File: src/rtl/ps2_keyboard_controller_if.sv
// CPU-side keyboard register bus: word-addressed reads with one-cycle latency,
// byte-enable writes, plus the level interrupt.
interface ps2_keyboard_controller_if;
  logic [31:0] cpu_addr_in;
  logic [31:0] cpu_data_in;
  logic [3:0]  cpu_write_enable_in;
  logic [31:0] cpu_data_out;
  logic        irq_out;

  modport master (
    output cpu_addr_in,
    output cpu_data_in,
    output cpu_write_enable_in,
    input  cpu_data_out,
    input  irq_out
  );

  modport slave (
    input  cpu_addr_in,
    input  cpu_data_in,
    input  cpu_write_enable_in,
    output cpu_data_out,
    output irq_out
  );
endinterface

File: src/rtl/ps2_keyboard_controller.sv
// PS/2 device-to-host frame receiver with a scancode FIFO and
// memory-mapped DATA / STATUS / ERRORS registers.
//
// state    | meaning
// S_IDLE   | waiting for a start bit (data low on a falling edge)
// S_DATA   | shifting in 8 data bits, LSB first
// S_PARITY | sampling the odd-parity bit
// S_STOP   | sampling the stop bit, then push or count an error
module ps2_keyboard_controller #(
  parameter int FIFO_DEPTH     = 16,
  parameter int TIMEOUT_CYCLES = 50000
) (
  input  logic                     clk_in,
  input  logic                     rst_in,
  input  logic                     ps2_clk_in,
  input  logic                     ps2_data_in,
  ps2_keyboard_controller_if.slave cpu
);
  localparam int AW = $clog2(FIFO_DEPTH);
  localparam int CW = AW + 1;
  localparam int TW = $clog2(TIMEOUT_CYCLES);
  localparam logic [TW-1:0] TIMEOUT_LOAD = TW'(TIMEOUT_CYCLES - 1);

  typedef enum logic [1:0] {S_IDLE, S_DATA, S_PARITY, S_STOP} state_t;

  state_t state, state_nxt;

  logic clk_s1, clk_s2, clk_prev;
  logic dat_s1, dat_s2;
  logic fall;

  logic [7:0]    shift;
  logic [2:0]    bit_cnt;
  logic          par_bit;
  logic          par_ok;
  logic [TW-1:0] idle_cnt;
  logic          timeout;

  logic push, par_inc, frm_inc;

  logic [7:0]    mem [FIFO_DEPTH];
  logic [AW-1:0] wr_ptr, rd_ptr;
  logic [CW-1:0] count;
  logic          empty, full;
  logic          overflow;
  logic [7:0]    parity_err, frame_err;
  logic [7:0]    head;
  logic [7:0]    count_byte;

  logic        cpu_we;
  logic [1:0]  idx;
  logic        do_pop, do_push, ovf_set;
  logic [31:0] rdata;
  logic        unused_bits;

  always_ff @(posedge clk_in or negedge rst_in) begin
    if (!rst_in) begin
      clk_s1   <= 1'b1;
      clk_s2   <= 1'b1;
      clk_prev <= 1'b1;
      dat_s1   <= 1'b1;
      dat_s2   <= 1'b1;
    end else begin
      clk_s1   <= ps2_clk_in;
      clk_s2   <= clk_s1;
      clk_prev <= clk_s2;
      dat_s1   <= ps2_data_in;
      dat_s2   <= dat_s1;
    end
  end

  assign fall    = clk_prev & ~clk_s2;
  assign par_ok  = ^{shift, par_bit};
  assign timeout = (state != S_IDLE) && (idle_cnt == '0) && !fall;

  always_ff @(posedge clk_in or negedge rst_in) begin
    if (!rst_in) state <= S_IDLE;
    else         state <= state_nxt;
  end

  always_comb begin
    state_nxt = state;
    if (timeout) begin
      state_nxt = S_IDLE;
    end else if (fall) begin
      case (state)
        S_IDLE:   if (!dat_s2) state_nxt = S_DATA;
        S_DATA:   if (bit_cnt == 3'd7) state_nxt = S_PARITY;
        S_PARITY: state_nxt = S_STOP;
        S_STOP:   state_nxt = S_IDLE;
        default:  state_nxt = S_IDLE;
      endcase
    end
  end

  always_comb begin
    push    = 1'b0;
    par_inc = 1'b0;
    frm_inc = 1'b0;
    if (timeout) begin
      frm_inc = 1'b1;
    end else if (fall && state == S_STOP) begin
      if (dat_s2 && par_ok) push    = 1'b1;
      else if (!par_ok)     par_inc = 1'b1;
      else                  frm_inc = 1'b1;
    end
  end

  // Idle timer runs down from the last falling edge; zero mid-frame aborts.
  always_ff @(posedge clk_in or negedge rst_in) begin
    if (!rst_in) begin
      shift    <= '0;
      bit_cnt  <= '0;
      par_bit  <= 1'b0;
      idle_cnt <= TIMEOUT_LOAD;
    end else begin
      if (fall || state == S_IDLE) idle_cnt <= TIMEOUT_LOAD;
      else if (idle_cnt != '0)     idle_cnt <= idle_cnt - TW'(1);

      if (timeout) begin
        shift   <= '0;
        bit_cnt <= '0;
      end else if (fall) begin
        case (state)
          S_IDLE:   bit_cnt <= '0;
          S_DATA: begin
            shift   <= {dat_s2, shift[7:1]};
            bit_cnt <= bit_cnt + 3'd1;
          end
          S_PARITY: par_bit <= dat_s2;
          default:  ;
        endcase
      end
    end
  end

  assign cpu_we     = |cpu.cpu_write_enable_in;
  assign idx        = cpu.cpu_addr_in[3:2];
  assign empty      = (count == '0);
  assign full       = (count == CW'(FIFO_DEPTH));
  assign do_pop     = cpu_we && idx == 2'd0 && !empty;
  assign do_push    = push && (!full || do_pop);
  assign ovf_set    = push && full && !do_pop;
  assign head       = empty ? 8'h00 : mem[rd_ptr];
  assign count_byte = 8'(count);

  always_ff @(posedge clk_in) begin
    if (do_push) mem[wr_ptr] <= shift;
  end

  always_ff @(posedge clk_in or negedge rst_in) begin
    if (!rst_in) begin
      wr_ptr     <= '0;
      rd_ptr     <= '0;
      count      <= '0;
      overflow   <= 1'b0;
      parity_err <= '0;
      frame_err  <= '0;
    end else begin
      if (do_push) wr_ptr <= wr_ptr + AW'(1);
      if (do_pop)  rd_ptr <= rd_ptr + AW'(1);
      case ({do_push, do_pop})
        2'b10:   count <= count + CW'(1);
        2'b01:   count <= count - CW'(1);
        default: ;
      endcase

      if (ovf_set) overflow <= 1'b1;
      else if (cpu_we && idx == 2'd1 && cpu.cpu_data_in[1]) overflow <= 1'b0;

      // A clear beats a same-cycle increment.
      if (cpu_we && idx == 2'd2) begin
        parity_err <= '0;
        frame_err  <= '0;
      end else begin
        if (par_inc && parity_err != 8'hFF) parity_err <= parity_err + 8'd1;
        if (frm_inc && frame_err != 8'hFF)  frame_err  <= frame_err + 8'd1;
      end
    end
  end

  always_comb begin
    rdata = '0;
    case (idx)
      2'd0:    rdata = {23'b0, ~empty, head};
      2'd1:    rdata = {22'b0, count_byte, overflow, empty};
      2'd2:    rdata = {16'b0, parity_err, frame_err};
      default: rdata = '0;
    endcase
  end

  always_ff @(posedge clk_in or negedge rst_in) begin
    if (!rst_in) begin
      cpu.cpu_data_out <= '0;
      cpu.irq_out      <= 1'b0;
    end else begin
      cpu.cpu_data_out <= rdata;
      cpu.irq_out      <= ~empty;
    end
  end

  assign unused_bits = ^{cpu.cpu_addr_in[31:4], cpu.cpu_addr_in[1:0],
                         cpu.cpu_data_in[31:2], cpu.cpu_data_in[0]};
endmodule

File: src/flat_wrapper.sv
// flat-port wrapper written by rule: the top's interface ports become plain ports
module ps2_keyboard_controller_flat 
#(
  parameter int FIFO_DEPTH     = 16,
  parameter int TIMEOUT_CYCLES = 50000
)
  (clk_in, rst_in, ps2_clk_in, ps2_data_in, cpu_cpu_addr_in, cpu_cpu_data_in, cpu_cpu_write_enable_in, cpu_cpu_data_out, cpu_irq_out);
  ps2_keyboard_controller_if cpu_i ();
  input  logic clk_in;
  input  logic rst_in;
  input  logic ps2_clk_in;
  input  logic ps2_data_in;
  input wire logic [$bits(cpu_i.cpu_addr_in)-1:0] cpu_cpu_addr_in;
  input wire logic [$bits(cpu_i.cpu_data_in)-1:0] cpu_cpu_data_in;
  input wire logic [$bits(cpu_i.cpu_write_enable_in)-1:0] cpu_cpu_write_enable_in;
  output wire logic [$bits(cpu_i.cpu_data_out)-1:0] cpu_cpu_data_out;
  output wire logic [$bits(cpu_i.irq_out)-1:0] cpu_irq_out;
  assign cpu_i.cpu_addr_in = cpu_cpu_addr_in;
  assign cpu_i.cpu_data_in = cpu_cpu_data_in;
  assign cpu_i.cpu_write_enable_in = cpu_cpu_write_enable_in;
  assign cpu_cpu_data_out = cpu_i.cpu_data_out;
  assign cpu_irq_out = cpu_i.irq_out;
  ps2_keyboard_controller #(.FIFO_DEPTH(FIFO_DEPTH), .TIMEOUT_CYCLES(TIMEOUT_CYCLES)) u_core (.clk_in(clk_in), .rst_in(rst_in), .ps2_clk_in(ps2_clk_in), .ps2_data_in(ps2_data_in), .cpu(cpu_i));
endmodule
File: config.mk
export PLATFORM = sky130hd
export DESIGN_NAME = ps2_keyboard_controller_flat
export DESIGN_NICKNAME = d
export VERILOG_FILES = /design/src/rtl/ps2_keyboard_controller_if.sv /design/src/rtl/ps2_keyboard_controller.sv /design/src/flat_wrapper.sv
export SDC_FILE = /design/constraint.sdc
export NUM_CORES = 1
export LEC_CHECK = 0
export ABC_AREA = 1
export ABC_CLOCK_PERIOD_IN_PS = 3000
export CAP_MARGIN = 20
export CELL_PAD_IN_SITES_DETAIL_PLACEMENT = 1
export CELL_PAD_IN_SITES_GLOBAL_PLACEMENT = 2
export CORE_MARGIN = 1.5
export CORE_UTILIZATION = 37
export DETAILED_ROUTE_END_ITERATION = 10
export HOLD_SLACK_MARGIN = 0.08
export PLACE_DENSITY = 0.85
export SYNTH_ARGS = -nofsm -noshare
export SYNTH_HDL_FRONTEND = slang
export SYNTH_SLANG_ARGS = --single-unit
export TNS_END_PERCENT = 1
File: constraint.sdc
create_clock -name clk_in -period 3 [get_ports clk_in]
set_input_delay 0.3 -clock clk_in [delete_from_list [all_inputs] [get_ports clk_in]]
set_output_delay 0.3 -clock clk_in [all_outputs]
set_load 0.02 [all_outputs]
==> results by stage <==
Run status:
- The flow ran to the end, and the final reports show no timing, DRC or antenna violations.

Logic synthesis:
- The share of synthesized registers carrying an async set or reset is slightly below 40%.
- The most common cell in the synthesized netlist is nand2_1.
- The top cell type's share of synthesized area is 40.4%.
- Each instance of the synthesized netlist takes up on average roughly 11 sq um.
- The post-synthesis instance area is about 0.0095 sq mm.
- In this run, distinct cell masters in the synthesized netlist total between 40 and 50.
- After synthesis, flip-flops and latches occupy between 60 and 70% of the total area.
- Yosys printed 0 warnings.
- Synthesis produced 903 cells.
- The number of synthesized flops with an enable pin is 128.
- After synthesis the netlist holds a flip-flop and latch count of between 200 and 250.
- Yosys attributes the largest share of cell area to edfxtp_1 (40%), dfrtp_1 (18%), o21ai_0 (5.2%).
- Of all cell types, the one taking the most synthesized area is edfxtp_1.
- The commonest cells after synthesis are nand2_1 (130), edfxtp_1 (128), nor2_1 (122).
- Among all flip-flop cells after synthesis, the most frequent one is edfxtp_1.

Timing:
- The max-slew violation count is 0.
- For the pin with the worst max-slew slack, the measured transition is around 0.75 ns.
- The final-report setup violation count is 0.
- Setup repair after global routing left no endpoint under its margin.
- Based on the critical path, the design can be clocked at up to between 300 and 400 MHz.
- The worst hold slack after final layout is between 0.15 and 0.2 ns.
- After layout, the worst path uses a little under nine tenths of the clock period.
- Headroom to the max-slew limit came out at between 50% and 60%.
- The sum of negative setup slack is 0 ns.
- Between clock sinks in the finished design, the worst skew comes to 0.0226 ns.
- The clock period minus worst slack is ~2.6 ns.
- The final hold violation count is 0.

Setup path:
- The path type of the worst setup path is flip-flop to flip-flop.
- The worst-case register-to-register setup slack is between 0.4 and 0.5 ns.
- On the worst path, the slowest cell contributes a delay of roughly 0.47 ns.
- The worst setup path is captured at a flip-flop.
- The type of element launching the critical path is a flip-flop.
- The cell with the largest stage delay on the worst path is dfrtp_1.
- STA puts the critical path data arrival time at slightly below 3 ns.
- The required time at the worst-slack endpoint is around 3.4 ns.
- The top fanout value on the critical path is 5.
- The most frequent cell on the critical path is nand2_1.
- The critical path goes through nor4_4 -> nand2_2 -> nand3_2 -> inv_1 -> nand2_1 -> inv_1 -> fa_1 -> nand2_1 -> nand2_1 -> a21oi_1 -> nand2_1 -> nand2_1 -> nand3_1 -> nand2_1 -> inv_1.

Pwr:
- The analysis attributes to net switching a power of 3300 uW.
- The total internal power is 6210 uW.
- In this run, flip-flops and latches consume between 30% and 40% of the power.
- The part of the power in combinational logic is between 20% and 30%.
- The portion of total power attributed to the clock network is a little under a third.
- Net switching is roughly a third of the power.
- The worst-case IR drop observed on VDD is just under 0.5 mV.
- The power per standard cell area is approximately 850 mW/mm^2.
- For this design the static power due to leakage is between 0.004 and 0.005 uW.

Floorplanning:
- The cell row count is 58.
- The starting density of the core is between 30% and 40%.
- The die is between 150 and 200 um wide.
- The die outline area is ~0.027 sq mm.
- The die is approximately 160 um tall.
- The placeable core region is between 0.02 and 0.03 sq mm.
- For this design the top-level I/O count stands at about 110.

GRT:
- The number of antenna violations at the first check in global routing is 0.
- The global-route congestion overflow total is 0.
- The first-pass GRT wire length is 37200 um.
- The overall routing resource usage is roughly 18%.
- The number of global-route vias before repair was a little under 7000.
- The maximum number of pins on one net before global-route repair is 70.

Clock tree:
- In this run, CTS created clock tree buffers numbering 23.
- At the later pin of the worst-skew pair, clock insertion delay measures between 0.5 and 0.6 ns.
- After clock tree synthesis, the clock-pin slew on the worst setup and hold paths is around 0.06 ns.
- TritonCTS built the clock tree.
- The count of cells resized by post-cts repair is 0.
- Counting every sink on the clock net gives 210.
- The root buffer cell chosen for the clock tree is clkbuf_16.
- In this run the post-CTS setup repair buffer count came out at 0.
- In this run the number of H-tree levels came out at 1.
- The buffer depth of the longest clock path is 3.

Final layout:
- The net total in the final layout is about 1100.
- Relative to the synthesized area, the layout overhead comes to 17.0%.
- The filler cells instantiated in the layout total approximately 2800.
- The antenna diode instance count is 0.
- The fraction of layout cells with a size suffix above 1 is approximately an eighth.

Route:
- The iteration count of the initial detailed-routing pass is 6.
- After the first detailed-routing iteration, the DRC count stood at about 530.
- Using the TritonRoute via totals, the vias-per-cell ratio works out to approximately 5.1.
- The overall via count from detail_route is 6676.
- The final routed DRC violation total is 0.
- The routed wirelength normalized by instance count is between 15 and 20 um.
- The final layout contains routed wiring with a total length of ~23000 um.
- The detail route stage leaves a number of antenna-violating nets equal to 0.

Worst hold path:
- The worst hold path belongs to the class input pin to asynchronous set/reset pin.

Place:
- Detailed placement finished with a half-perimeter wire length of about 15000 um.
- The count of input and output buffers is 27.
- At the end of routability-driven placement, the weighted congestion stood at between 0.7 and 0.8.

Flow run:
- The number of max-cap violations is 0.
==> registers in the layout, summed over array words and instances (netlist names) <==
name / cells
u_core.shift: 8
u_core.mem: 128
u_core.cpu.cpu_data_out: 16
u_core.wr_ptr: 4
u_core.clk_prev: 1
u_core.rd_ptr: 4
u_core.frame_err: 8
u_core.clk_s1: 1
u_core.par_bit: 1
u_core.dat_s1: 1
u_core.state: 2
u_core.parity_err: 8
u_core.overflow: 1
u_core.dat_s2: 1
u_core.bit_cnt: 3
u_core.cpu.irq_out: 1
u_core.clk_s2: 1
u_core.count: 5
u_core.idle_cnt: 16
==> through the flow <==
stage | power [uW] | cell area [sq um] | instances | setup slack, ns | utilization [%]
finish | 9510 | 11100 | 1312 | 0.434 | 44.2
global route | 10100 | 11100 | 1312 | 0.0385 | 44.2
CTS | 9620 | 11100 | 1312 | 0.397 | 44.2
detailed placement | 6660 | 10300 | 1269 | 0.403 | 41.0
global placement | 6540 | 10300 | 1269 | 0.447 | 41.0
floorplan | 5620 | 9570 | 918 | 0.544 | -
==> path summary, 6_finish.rpt <==
kind                                                   from                               endpoint  cells after the start
worst max-delay path            u_core.count[0]$_DFFE_PN0P_            u_core.count[4]$_DFFE_PN0P_                     15
worst min-delay path                                 rst_in  u_core.cpu.cpu_data_out[10]$_DFF_PN0_                      2
worst max register to register  u_core.count[0]$_DFFE_PN0P_            u_core.count[4]$_DFFE_PN0P_                     15
worst min register to register      u_core.dat_s1$_DFF_PN1_                u_core.dat_s2$_DFF_PN1_                      0
max in group asynchronous                            rst_in         u_core.idle_cnt[6]$_DFFE_PN1P_                      3
min in group clk_in                             ps2_data_in                u_core.dat_s1$_DFF_PN1_                      1
==> cells by family (layout without fill, tap and decap cells) <==
| group | Yosys count | after routing | share of synthesized area [%] |
|---|---|---|---|
| AND/OR/NAND/NOR | 353 | 353 | 17.1 |
| flip-flops | 210 | 210 | 62.2 |
| AO/OA/AOI/OAI | 174 | 174 | 10.6 |
| buffers and inverters | 127 | 191 | 5.76 |
| adder cells (fa/ha/maj) | 19 | 19 | 2.58 |
| XOR/XNOR | 19 | 19 | 1.83 |
| other | 1 | 16 | 0.0394 |
==> final cells by class <==
| class | count | area (sq um) | area share, % |
|---|---|---|---|
| Sequential cell | 210 | 5910 | 53.1 |
| Multi-Input combinational cell | 581 | 3110 | 27.9 |
| Clock buffer | 33 | 686 | 6.16 |
| Timing Repair Buffer | 67 | 596 | 5.35 |
| Tap cell | 330 | 413 | 3.71 |
| Inverter | 82 | 308 | 2.77 |
| Clock inverter | 9 | 106 | 0.956 |
==> power by group through the flow <==
stage | clock network [uW] | logic, uW | registers (uW)
global route | 3090 | 3180 | 3820
CTS | 2980 | 2860 | 3780
finish | 2910 | 2820 | 3780
floorplan | 0 | 1730 | 3880
detailed placement | 0 | 2830 | 3830
global placement | 0 | 2720 | 3820
==> what timing repair did <==
action	4_1_cts	5_1_grt
endpoints found under the setup margin	0	0
hold endpoints to repair	68	0
hold buffers	1	0
==> metal layers <==
layer  GRT usage [%]  share of wire (%)
met1            23.9                 45
met2            29.9                 49
met3            2.62                4.0
met4            4.88                1.6
met5               0                  0
==> cells in the final DEF, fill, tap and decap left out, types with 4 or more instances in the layout <==
cell and count:
dfrtp_1 67, nand3_1 48, nand3_2 6, o21ai_1 11, inv_2 7, nor3_1 7
clkinv_1 6, conb_1 16, o21ai_0 99, clkbuf_16 25, buf_4 38, clkbuf_1 5
clkdlybuf4s50_1 26, o211ai_1 4, nor2_2 5, nor2_1 122, dfstp_2 14, a21oi_1 9
nand4_1 9, ha_1 18, o22ai_1 26, o221ai_1 20, inv_1 72, edfxtp_1 128
nand2_2 10, nand2_1 130, xor2_1 18
==> worst max-delay path: cells and delay by family, from the launching register on <==
| family | cells | cell delay, ns |
|---|---|---|
| AO/OA/AOI/OAI | 1 | 0.16 |
| AND/OR/NAND/NOR | 10 | 1.18 |
| buffers and inverters | 3 | 0.24 |
| adder cells (fa/ha/maj) | 1 | 0.38 |
| flip-flops | 1 | 0.47 |
Power figures use the tool's default switching activity.
